$ cat config.mk
export PLATFORM = sky130hd
export DESIGN_NAME = game_state_fsm
export DESIGN_NICKNAME = d
export VERILOG_FILES = /design/src/rtl/game_state_fsm.sv
export SDC_FILE = /design/constraint.sdc
export NUM_CORES = 1
export LEC_CHECK = 0
export ABC_AREA = 1
export BUFFER_PORTS_ARGS = -buffer_cell sky130_fd_sc_hd__buf_2
export CORE_ASPECT_RATIO = 0.9
export CORE_UTILIZATION = 30
export CTS_CLUSTER_DIAMETER = 30
export DETAILED_ROUTE_END_ITERATION = 16
export SLEW_MARGIN = 40
export SYNTH_ARGS = -nofsm -noshare
export SYNTH_HDL_FRONTEND = slang
export SYNTH_SLANG_ARGS = --single-unit
$ cat constraint.sdc
create_clock -name clk -period 1.9 [get_ports clk]
set_clock_uncertainty 0.2 [all_clocks]
set_input_delay 0.095 -clock clk [delete_from_list [all_inputs] [get_ports clk]]
set_output_delay 0.095 -clock clk [all_outputs]
set_load 0.1 [all_outputs]
$ cat src/rtl/game_state_fsm.sv
// Game-state controller: tracks lives, score and a post-hit hold window, and drives the
// message selector and motion gate from a Moore FSM (IDLE/PLAY/HIT/DEAD/WIN).
module game_state_fsm #(
  parameter int LIVES     = 3,
  parameter int SCORE_W   = 8,
  parameter int WIN_SCORE = 100,
  parameter int HIT_HOLD  = 100_000_000,
  parameter int LIVES_W   = $clog2(LIVES + 1)
) (
  input  logic               clk,
  input  logic               rst_n,
  input  logic               start,
  input  logic               eq,
  input  logic               point,
  output logic [2:0]         wordsel,
  output logic [LIVES_W-1:0] lives,
  output logic [SCORE_W-1:0] score,
  output logic               playing
);

  localparam logic [2:0] S_IDLE = 3'd0;
  localparam logic [2:0] S_PLAY = 3'd1;
  localparam logic [2:0] S_HIT  = 3'd2;
  localparam logic [2:0] S_DEAD = 3'd3;
  localparam logic [2:0] S_WIN  = 3'd4;

  localparam int HOLD_W = (HIT_HOLD > 1) ? $clog2(HIT_HOLD) : 1;

  localparam logic [LIVES_W-1:0] LIVES_INIT = LIVES_W'(LIVES);
  localparam logic [LIVES_W-1:0] LIVES_ONE  = LIVES_W'(1);
  localparam logic [SCORE_W-1:0] SCORE_LAST = SCORE_W'(WIN_SCORE - 1);
  localparam logic [SCORE_W-1:0] SCORE_ONE  = SCORE_W'(1);
  localparam logic [HOLD_W-1:0]  HOLD_LAST  = HOLD_W'(HIT_HOLD - 1);
  localparam logic [HOLD_W-1:0]  HOLD_ONE   = HOLD_W'(1);

  logic [2:0]        state;
  logic [HOLD_W-1:0] hold_cnt;
  logic              start_q;
  logic              eq_q;
  logic              start_e;
  logic              eq_e;

  assign start_e = start & ~start_q;
  assign eq_e    = eq & ~eq_q;

  // NOTE: sequential state uses non-blocking (<=) so every register samples pre-edge values.
  always_ff @(posedge clk or negedge rst_n) begin
    if (!rst_n) begin
      state    <= S_IDLE;
      lives    <= LIVES_INIT;
      score    <= '0;
      hold_cnt <= '0;
      start_q  <= 1'b0;
      eq_q     <= 1'b0;
    end else begin
      // Edge-detect history tracks the inputs in every state, so a level held
      // through HIT/DEAD/WIN cannot fire when the FSM comes back.
      start_q <= start;
      eq_q    <= eq;
      case (state)
        S_IDLE: begin
          if (start_e) begin
            state <= S_PLAY;
            lives <= LIVES_INIT;
            score <= '0;
          end
        end
        S_PLAY: begin
          if (eq_e) begin
            if (lives == LIVES_ONE) begin
              state <= S_DEAD;
              lives <= '0;
            end else begin
              state    <= S_HIT;
              lives    <= lives - LIVES_ONE;
              hold_cnt <= '0;
            end
          end else if (point) begin
            score <= score + SCORE_ONE;
            if (score == SCORE_LAST) state <= S_WIN;
          end
        end
        S_HIT: begin
          if (hold_cnt == HOLD_LAST) begin
            state <= S_PLAY;
          end else begin
            hold_cnt <= hold_cnt + HOLD_ONE;
          end
        end
        S_DEAD, S_WIN: begin
          if (start_e) state <= S_IDLE;
        end
        default: state <= S_IDLE;
      endcase
    end
  end

  // NOTE: combinational outputs get defaults first so no path through the case infers a latch.
  always_comb begin
    wordsel = 3'd0;
    playing = 1'b0;
    case (state)
      S_PLAY: begin
        wordsel = 3'd1;
        playing = 1'b1;
      end
      S_HIT:   wordsel = 3'd2;
      S_DEAD:  wordsel = 3'd3;
      S_WIN:   wordsel = 3'd4;
      default: wordsel = 3'd0;
    endcase
  end

endmodule
# Yosys cells after proc, flatten, opt, wreduce, memory -nomap -nowiden
# Index checks and enable logic that the tools add are counted.
# op_classes
add_sub_neg	3
eq_ne	17
mux	22
bitwise	4
reduce_logical	8
# ops
operator	count
$mux 27	3
$pmux 27 s2	1
$add 27x1->27 const B	1
$eq 27x27->1 const B	1
$mux 8	3
$pmux 3 s4	2
$mux 3	6
$ne 2x2->1 const B	8
$pmux 8 s2	1
$add 8x1->8 const B	1
$eq 8x7->1 const B	1
$reduce_and 4->1	2
$eq 3x2->1 const B	2
$mux 2	3
$ne 3x3->1 const B	2
$reduce_and 5->1	1
$pmux 2 s2	1
$reduce_bool 2->1	2
$eq 3x1->1 const B	1
$eq 3x3->1 const B	1
$logic_not 3->1	1
$reduce_and 3->1	1
$and 1x1->1	2
$eq 2x1->1 const B	1
other kinds (4)	6
# totals
ff_bits	42
inputBits	5
output_inout_bits	14
word_cells	60

# Depth between registers and ports, before layout
# Gate-level depths: netlist of the first run.
# depth
word_depth	5
ltp_mapped	12
depth_no_buf	11

# Worst setup path before layout of the first run
# Ideal clock, no wire load.
# synth_timing
kind	register to register
from	reg state[2]
to	reg hold_cnt[21]
setup_ps	116
arrival_ps	2754
t_required_ps	1584
path_slack_ps	-1171
stages_incl_launch_ff	10
path_buffers	1
period_less_slack_ps	3071
cell_sequence	dfrtp_1 -> nor2_1 -> nand2_1 -> inv_1 -> nand2_4 -> nand2_4 -> inv_6 -> buf_8 -> nand2_1 -> nand2_1
# synth_between
elab_chain_len	3
elab_cells_between_ends	8
classes_between	eq/ne: 5; mux: 1; reduce/logical: 2
# synth_rtl
item	line_no	source
from (decl)	36	logic [2:0] state;
from (signal assigned)	49	state <= S_IDLE;
from (signal assigned)	63	state <= S_PLAY;
from (signal assigned)	71	state <= S_DEAD;
$eq 3x2->1 / $eq 3x1->1 (equally long branches)	60	case (state)
$ne 2x2->1 (no source line) / $reduce_bool 2->1 (equally long branches)	--	
$reduce_and 4->1 (no source line)	--	
to (signal assigned)	87	hold_cnt <= hold_cnt + HOLD_ONE;
to (decl)	37	logic [HOLD_W-1:0] hold_cnt;
# Parallel ways exist; a longest one is shown, timed or not.
# A chain may end at the register's enable or synchronous reset.

# Worst setup path after layout of the first run
# layout_timing
from	reg state[1]
to	out playing
# layout_between
elab_chain_len	2
# layout_rtl
item	line_no	source
$eq 3x1->1	102	case (state)
$mux 1	102	
to (decl)	18	output logic playing
# No other way between the ends.

==> results_dict.tcl, run 1 <==
set metrics [dict create \
    syn2layout_area_growth_pct 31.3 \
    grt_pass1_vias 2686 \
    crit_path_start_kind "register" \
    drc 0 \
    fin_crit_ns 1.81 \
    max-slew-margin-rel_pct 67.2 \
    peakVddDrop_uv 1680 \
    cpMaxStageDelayCell "dfrtp_1" \
    seqCellArea_sq_um 1060 \
    overflow 0 \
    fmax_mhz 553 \
    io_buffers 18 \
    ys_types 28 \
    dp_hpwl_microns 5350 \
    design_area_sq_um 3550 \
    hold_class "input port to async pin" \
    cp.arrival_ns 1.51 \
    numCtsBuffers 5 \
    cp_cell_sequence "inv_1 > nand3_1 > buf_4 > clkinvlp_4 > buf_4 > buf_12" \
    rsz0062_at_grt "no" \
    cpPeakStageDelay_ns 0.41 \
    finalHoldViolCount 0 \
    critical_path.max_fanout 6 \
    initial_core_util_pct 31.2 \
    p_leak_nw 1.67 \
    cp_top_family "buffers and inverters" \
    num-nets-final 487 \
    place_area_sq_um 3180 \
    clk_pin_slew_ns 0.09 \
    tightestPinTransition_ns 0.495 \
    grt_max_degree 19 \
    grt_pass1_wl_microns 12300 \
    cts.sink_count 42 \
    drv_slew 0 \
    core_area_sq_um 8650 \
    vias 2789 \
    fin_tns_setup_ns 0 \
    placement_rows 32 \
    final_antenna_net_count 0 \
    ys_seq_area_share_pct 39.0 \
    clock_latency_ns 0.30 \
    path_buf_inv 5 \
    multiInputGateArea_sq_um 1490 \
    cp_common_cell "buf_4" \
    clock_tree.root_cell "clkbuf_8" \
    clockBufferDepth 2 \
    fillers 924 \
    chipWidth_microns 102 \
    cp.required_ns 1.60 \
    syn_area_sq_um 2700 \
    avgSynthCellArea_sq_um 6.60 \
    timing.setup.critical_path_class "register to primary output" \
    num_io_pins 19 \
    critPathCaptureType "primary output" \
    antenna_cells 0 \
    status "finished, final reports clean" \
    h-tree-depth 2 \
    cts_tree "built" \
    drive_above_1_share_pct 21.7 \
    viasPerCell 4.66 \
    ys.warnings.count 0 \
    setup-violations-final 0 \
    drtIter0Drc 139 \
    routedWlPerCell_microns 12.2 \
    cap_violations 0 \
    die_area_sq_um 9390 \
    totalWireLength_microns 7290 \
    track_usage_pct 16.6 \
    gp_congestion 0.873 \
    fin_crit_sh_pct 95.2 \
    first_pass_iters 4 \
    synth.ff_latch_count 42 \
    antenna_found_initial 0 \
    die_y_microns 92.0 \
    synthCells 409 \
    synth_fp_nets 417 \
    p_per_area_nw_per_um2 1160 \
]
## worst paths after layout
check                           slack [ns]    startpoint            to  cells past startpoint
worst max-delay path                  0.09      state[1]       playing                      6
worst min-delay path                  0.07         rst_n   hold_cnt[9]                      2
worst max register to register        0.09   hold_cnt[0]   hold_cnt[4]                     10
worst min register to register        0.32  hold_cnt[26]  hold_cnt[26]                      2
max in group asynchronous             0.84         rst_n      state[2]                      3
min in group clk                      0.25         start       start_q                      2
## through the flow
stage | cells | utilization (%) | hold WS, ns | power, W | setup WS (ns)
floorplan | 409 | - | -0.401 | 0.00255 | -0.191
global placement | 571 | 36.8 | -0.141 | 0.00300 | 0.0531
detailed placement | 571 | 36.8 | -0.128 | 0.00303 | -0.0663
CTS | 584 | 39.1 | 0.0747 | 0.00397 | 0.0285
global route | 599 | 41.0 | 0.123 | 0.00436 | 0.00660
finish | 599 | 41.0 | 0.0714 | 0.00410 | 0.0915
## flip-flops by register name, indices dropped and copies added, names as in the netlist
register and flops:
score 8, eq_q 1, start_q 1, hold_cnt 27, lives 2, state 3
## cell type report
class	count	area share, %
Sequential cell	42	29.9
Tap cell	119	4.20
Timing Repair Buffer	68	15.0
Inverter	44	4.97
Multi-Input combinational cell	318	41.9
Clock buffer	6	2.33
Clock inverter	2	1.69
## layout by cell type (no fill, tap or decap), types with 3 or more instances in the layout
cell type,count
a21oi_1,4
nand2_1,155
nor2_1,57
nand4_1,9
inv_1,39
buf_2,17
xor2_1,10
buf_4,43
nor2_2,6
nor3_1,5
dfrtp_2,6
nand2_4,3
o21ai_0,13
buf_12,3
o21ai_1,9
dfrtp_1,34
dlygate4sd3_1,4
nand2_2,3
clkbuf_8,6
nand3_1,30
nor2_4,3
## logic make-up (layout without fill, tap and decap cells)
group	after synthesis	after routing	share of synthesized area, %
AND/OR/NAND/NOR	275	276	42.5
buffers and inverters	50	120	8.24
flip-flops	42	42	39.0
AO/OA/AOI/OAI	29	29	5.60
XOR/XNOR	10	10	3.24
adder cells (fa/ha/maj)	3	3	1.39
## routing by layer
layer / global-route usage [%] / vias to the layer above / wire (microns) / part of all wire (%)
met5: 0 / - / 0 / 0
met4: 4.29 / 0 / 75 / 1.0
met3: 3.20 / 9 / 274 / 3.8
met2: 27.8 / 57 / 3430 / 47
met1: 21.7 / 1295 / 3520 / 48
li1: - / 1428 / - / -
## report_power, final
part | total [W] | switching, W | internal (W)
registers | 0.00124 | 0.000168 | 0.00107
logic | 0.00197 | 0.00136 | 0.000609
clock network | 0.000892 | 0.000331 | 0.000561
total | 0.00410 | 0.00186 | 0.00224
## cells in the mapped netlist
master,number,area (sq um)
ha_1,3,37.5
a21oi_1,4,20.0
dfstp_2,2,52.6
buf_6,2,22.5
inv_6,1,8.76
clkinv_2,1,5.00
nand3_1,31,155
o22ai_1,1,6.26
xor2_1,10,87.6
nand2_2,1,6.26
inv_1,42,158
nor2_1,64,240
clkbuf_1,1,3.75
o211ai_1,1,7.51
nor2_4,1,11.3
buf_2,2,10.0
dfrtp_1,40,1000
nand3b_1,2,15.0
nor3_1,5,25.0
buf_8,1,15.0
nand2_1,157,589
nand2_4,3,33.8
o21a_1,1,7.51
nor2_2,1,6.26
o21ai_0,17,85.1
nand3_2,1,10.0
o21ai_1,5,25.0
nand4_1,9,56.3
## timing repair
item,CTS,global route
endpoints found under the hold margin,46,0
pin swaps,0,4
setup buffers,1,13
setup endpoints to repair,13,32
gates cloned,0,2
hold buffers,4,0
resized for setup,3,12
Power figures use the tool's default switching activity.
==> run 2, diff against run 1 <==
PLACE_DENSITY = 0.51   (was default)
==> run 2 against run 1 <==
Worst setup slack better by 0.0062 ns. Non-clock buffer count unchanged. Register-to-register slack about the same. Fmax up 0.34%. Routed wire length up 2.4%. Worst hold slack worse by 0.062 ns. Critical path depth up 5. Clock-buffer cell count up 1. Cell area down 1.2%. Sequential share of layout area up 0.37 points. Total power down 6.9%. Final cell count unchanged.
==> results_dict.tcl, run 2 (same netlist as run 1, synthesis figures left out) <==
set metrics [dict create \
    critPathCaptureType "register" \
    placedCellCount 577 \
    critical_path.max_fanout 4 \
    p_per_area_nw_per_um2 1090 \
    tightestPinTransition_ns 0.488 \
    num_io_pins 19 \
    fmax_mhz 555 \
    drtIter0Drc 171 \
    totalWireLength_microns 7460 \
    clock_tree.root_cell "clkbuf_8" \
    clk_pin_slew_ns 0.08 \
    met2_length_microns 3170 \
    track_usage_pct 17.6 \
    final_common_cell "nand2_1" \
    peakVddDrop_uv 736 \
    drv_slew 0 \
    timing.setup.critical_path_class "register to register" \
    wl_met1_microns 3920 \
    final_cell_mix "nand2_1 (153), nor2_1 (52), buf_4 (44)" \
    hold_class "input port to async pin" \
    cp.arrival_ns 1.80 \
    syn2layout_area_growth_pct 29.7 \
    crit_path_start_kind "register" \
    setup_ws_ns 0.0977 \
    largest_reg_flops 27 \
    die_y_microns 92.0 \
    drive_above_1_share_pct 23.1 \
    gp_congestion 0.882 \
    fin_crit_sh_pct 94.9 \
    initial_core_util_pct 31.2 \
    cts_tree "built" \
    largestRegisters "hold_cnt x27, score x8, state x3" \
    setup-violations-final 0 \
    viasPerCell 4.55 \
    rr_worst_depth 11 \
    overflow 0 \
    top_register "hold_cnt" \
    fin_tns_setup_ns 0 \
    antenna_cells 0 \
    core_area_sq_um 8650 \
    p_leak_nw 1.66 \
    fillers 957 \
    max-slew-margin-rel_pct 67.7 \
    final_antenna_net_count 0 \
    wl_met3_microns 297 \
    fin_crit_ns 1.80 \
    routedWlPerCell_microns 12.5 \
    cap_violations 0 \
    antenna_found_initial 0 \
    layoutNonFillerInstCount 599 \
    clockBufferDepth 2 \
    first_pass_iters 4 \
    finalHoldViolCount 0 \
    grt_pass1_vias 2674 \
    top_layer "met4" \
    placement_rows 32 \
    chipWidth_microns 102 \
    numCtsBuffers 5 \
    grt_max_degree 18 \
    die_area_sq_um 9390 \
    cts.sink_count 42 \
    cp.required_ns 1.89 \
    r2r_setup_slack_ns 0.1 \
    holdWs_ns 0.00932 \
    pre_cts_ws_ns 0.0171 \
    r2r_start "hold_cnt[0]" \
    r2r_end "state[2]" \
    final_util_pct 40.5 \
    dp_hpwl_microns 5640 \
    io_buffers 18 \
    drc 0 \
    vias 2728 \
    status "finished, final reports clean" \
    num-nets-final 487 \
    h-tree-depth 2 \
    grt_pass1_wl_microns 12900 \
    clock_latency_ns 0.30 \
]
## run 2: timing repair
item | CTS | global route
pin swaps | 0 | 4
setup buffers | 0 | 9
cloned | 0 | 1
hold buffers | 4 | 0
hold endpoints to repair | 46 | 0
gates resized for setup | 1 | 26
endpoints found under the setup margin | 1 | 28
## run 2: layer usage
layer | global-route usage (%) | vias to the layer above
met5 | 0 | -
met4 | 4.29 | 0
met1 | 26.2 | 1258
li1 | - | 1419
met2 | 26.3 | 43
met3 | 2.97 | 8
## run 2: cell type report
type | count | area [sq um] | share of cell area, %
Timing Repair Buffer | 68 | 507 | 14.5
Sequential cell | 42 | 1060 | 30.3
Inverter | 44 | 178 | 5.07
Clock inverter | 1 | 5.00 | 0.143
Multi-Input combinational cell | 318 | 1520 | 43.3
Tap cell | 119 | 149 | 4.25
Clock buffer | 7 | 86.3 | 2.46
## run 2: worst max-delay path by stage
stage / startpoint / endpoint / slack [ns] / depth (start not counted)
final: hold_cnt[0] / state[2] / 0.1 / 11
after global routing: hold_cnt[0] / state[2] / -0.01 / 11
after global placement: hold_cnt[8] / hold_cnt[11] / -0.02 / 8
after detailed placement: hold_cnt[8] / hold_cnt[12] / 0.02 / 8
after floorplan: state[1] / hold_cnt[21] / -0.19 / 10
after CTS: hold_cnt[0] / hold_cnt[11] / 0.02 / 10
## run 2: worst max-delay path, cell delays in order, from the launching register on
cell,delay [ns]
dfrtp_1,0.38
ha_2,0.19
nand3_2,0.09
clkinv_2,0.07
nand2_4,0.06
nor2_4,0.12
nand2_4,0.07
nand2_4,0.13
buf_4,0.13
nand3_1,0.11
nand2_1,0.10
nand2_1,0.05
## run 2: report_power, final
part / total (W) / switching (W) / internal, W
clock network: 0.000618 / 0.000324 / 0.000294
registers: 0.00121 / 0.000138 / 0.00107
logic: 0.00199 / 0.00139 / 0.000596
total: 0.00382 / 0.00186 / 0.00196
## run 2: per-stage QoR
stage               area [sq um]  power (W)
floorplan                   2730    0.00255
global placement            3220    0.00306
detailed placement          3220    0.00307
CTS                         3360    0.00371
global route                3500    0.00407
finish                      3500    0.00382
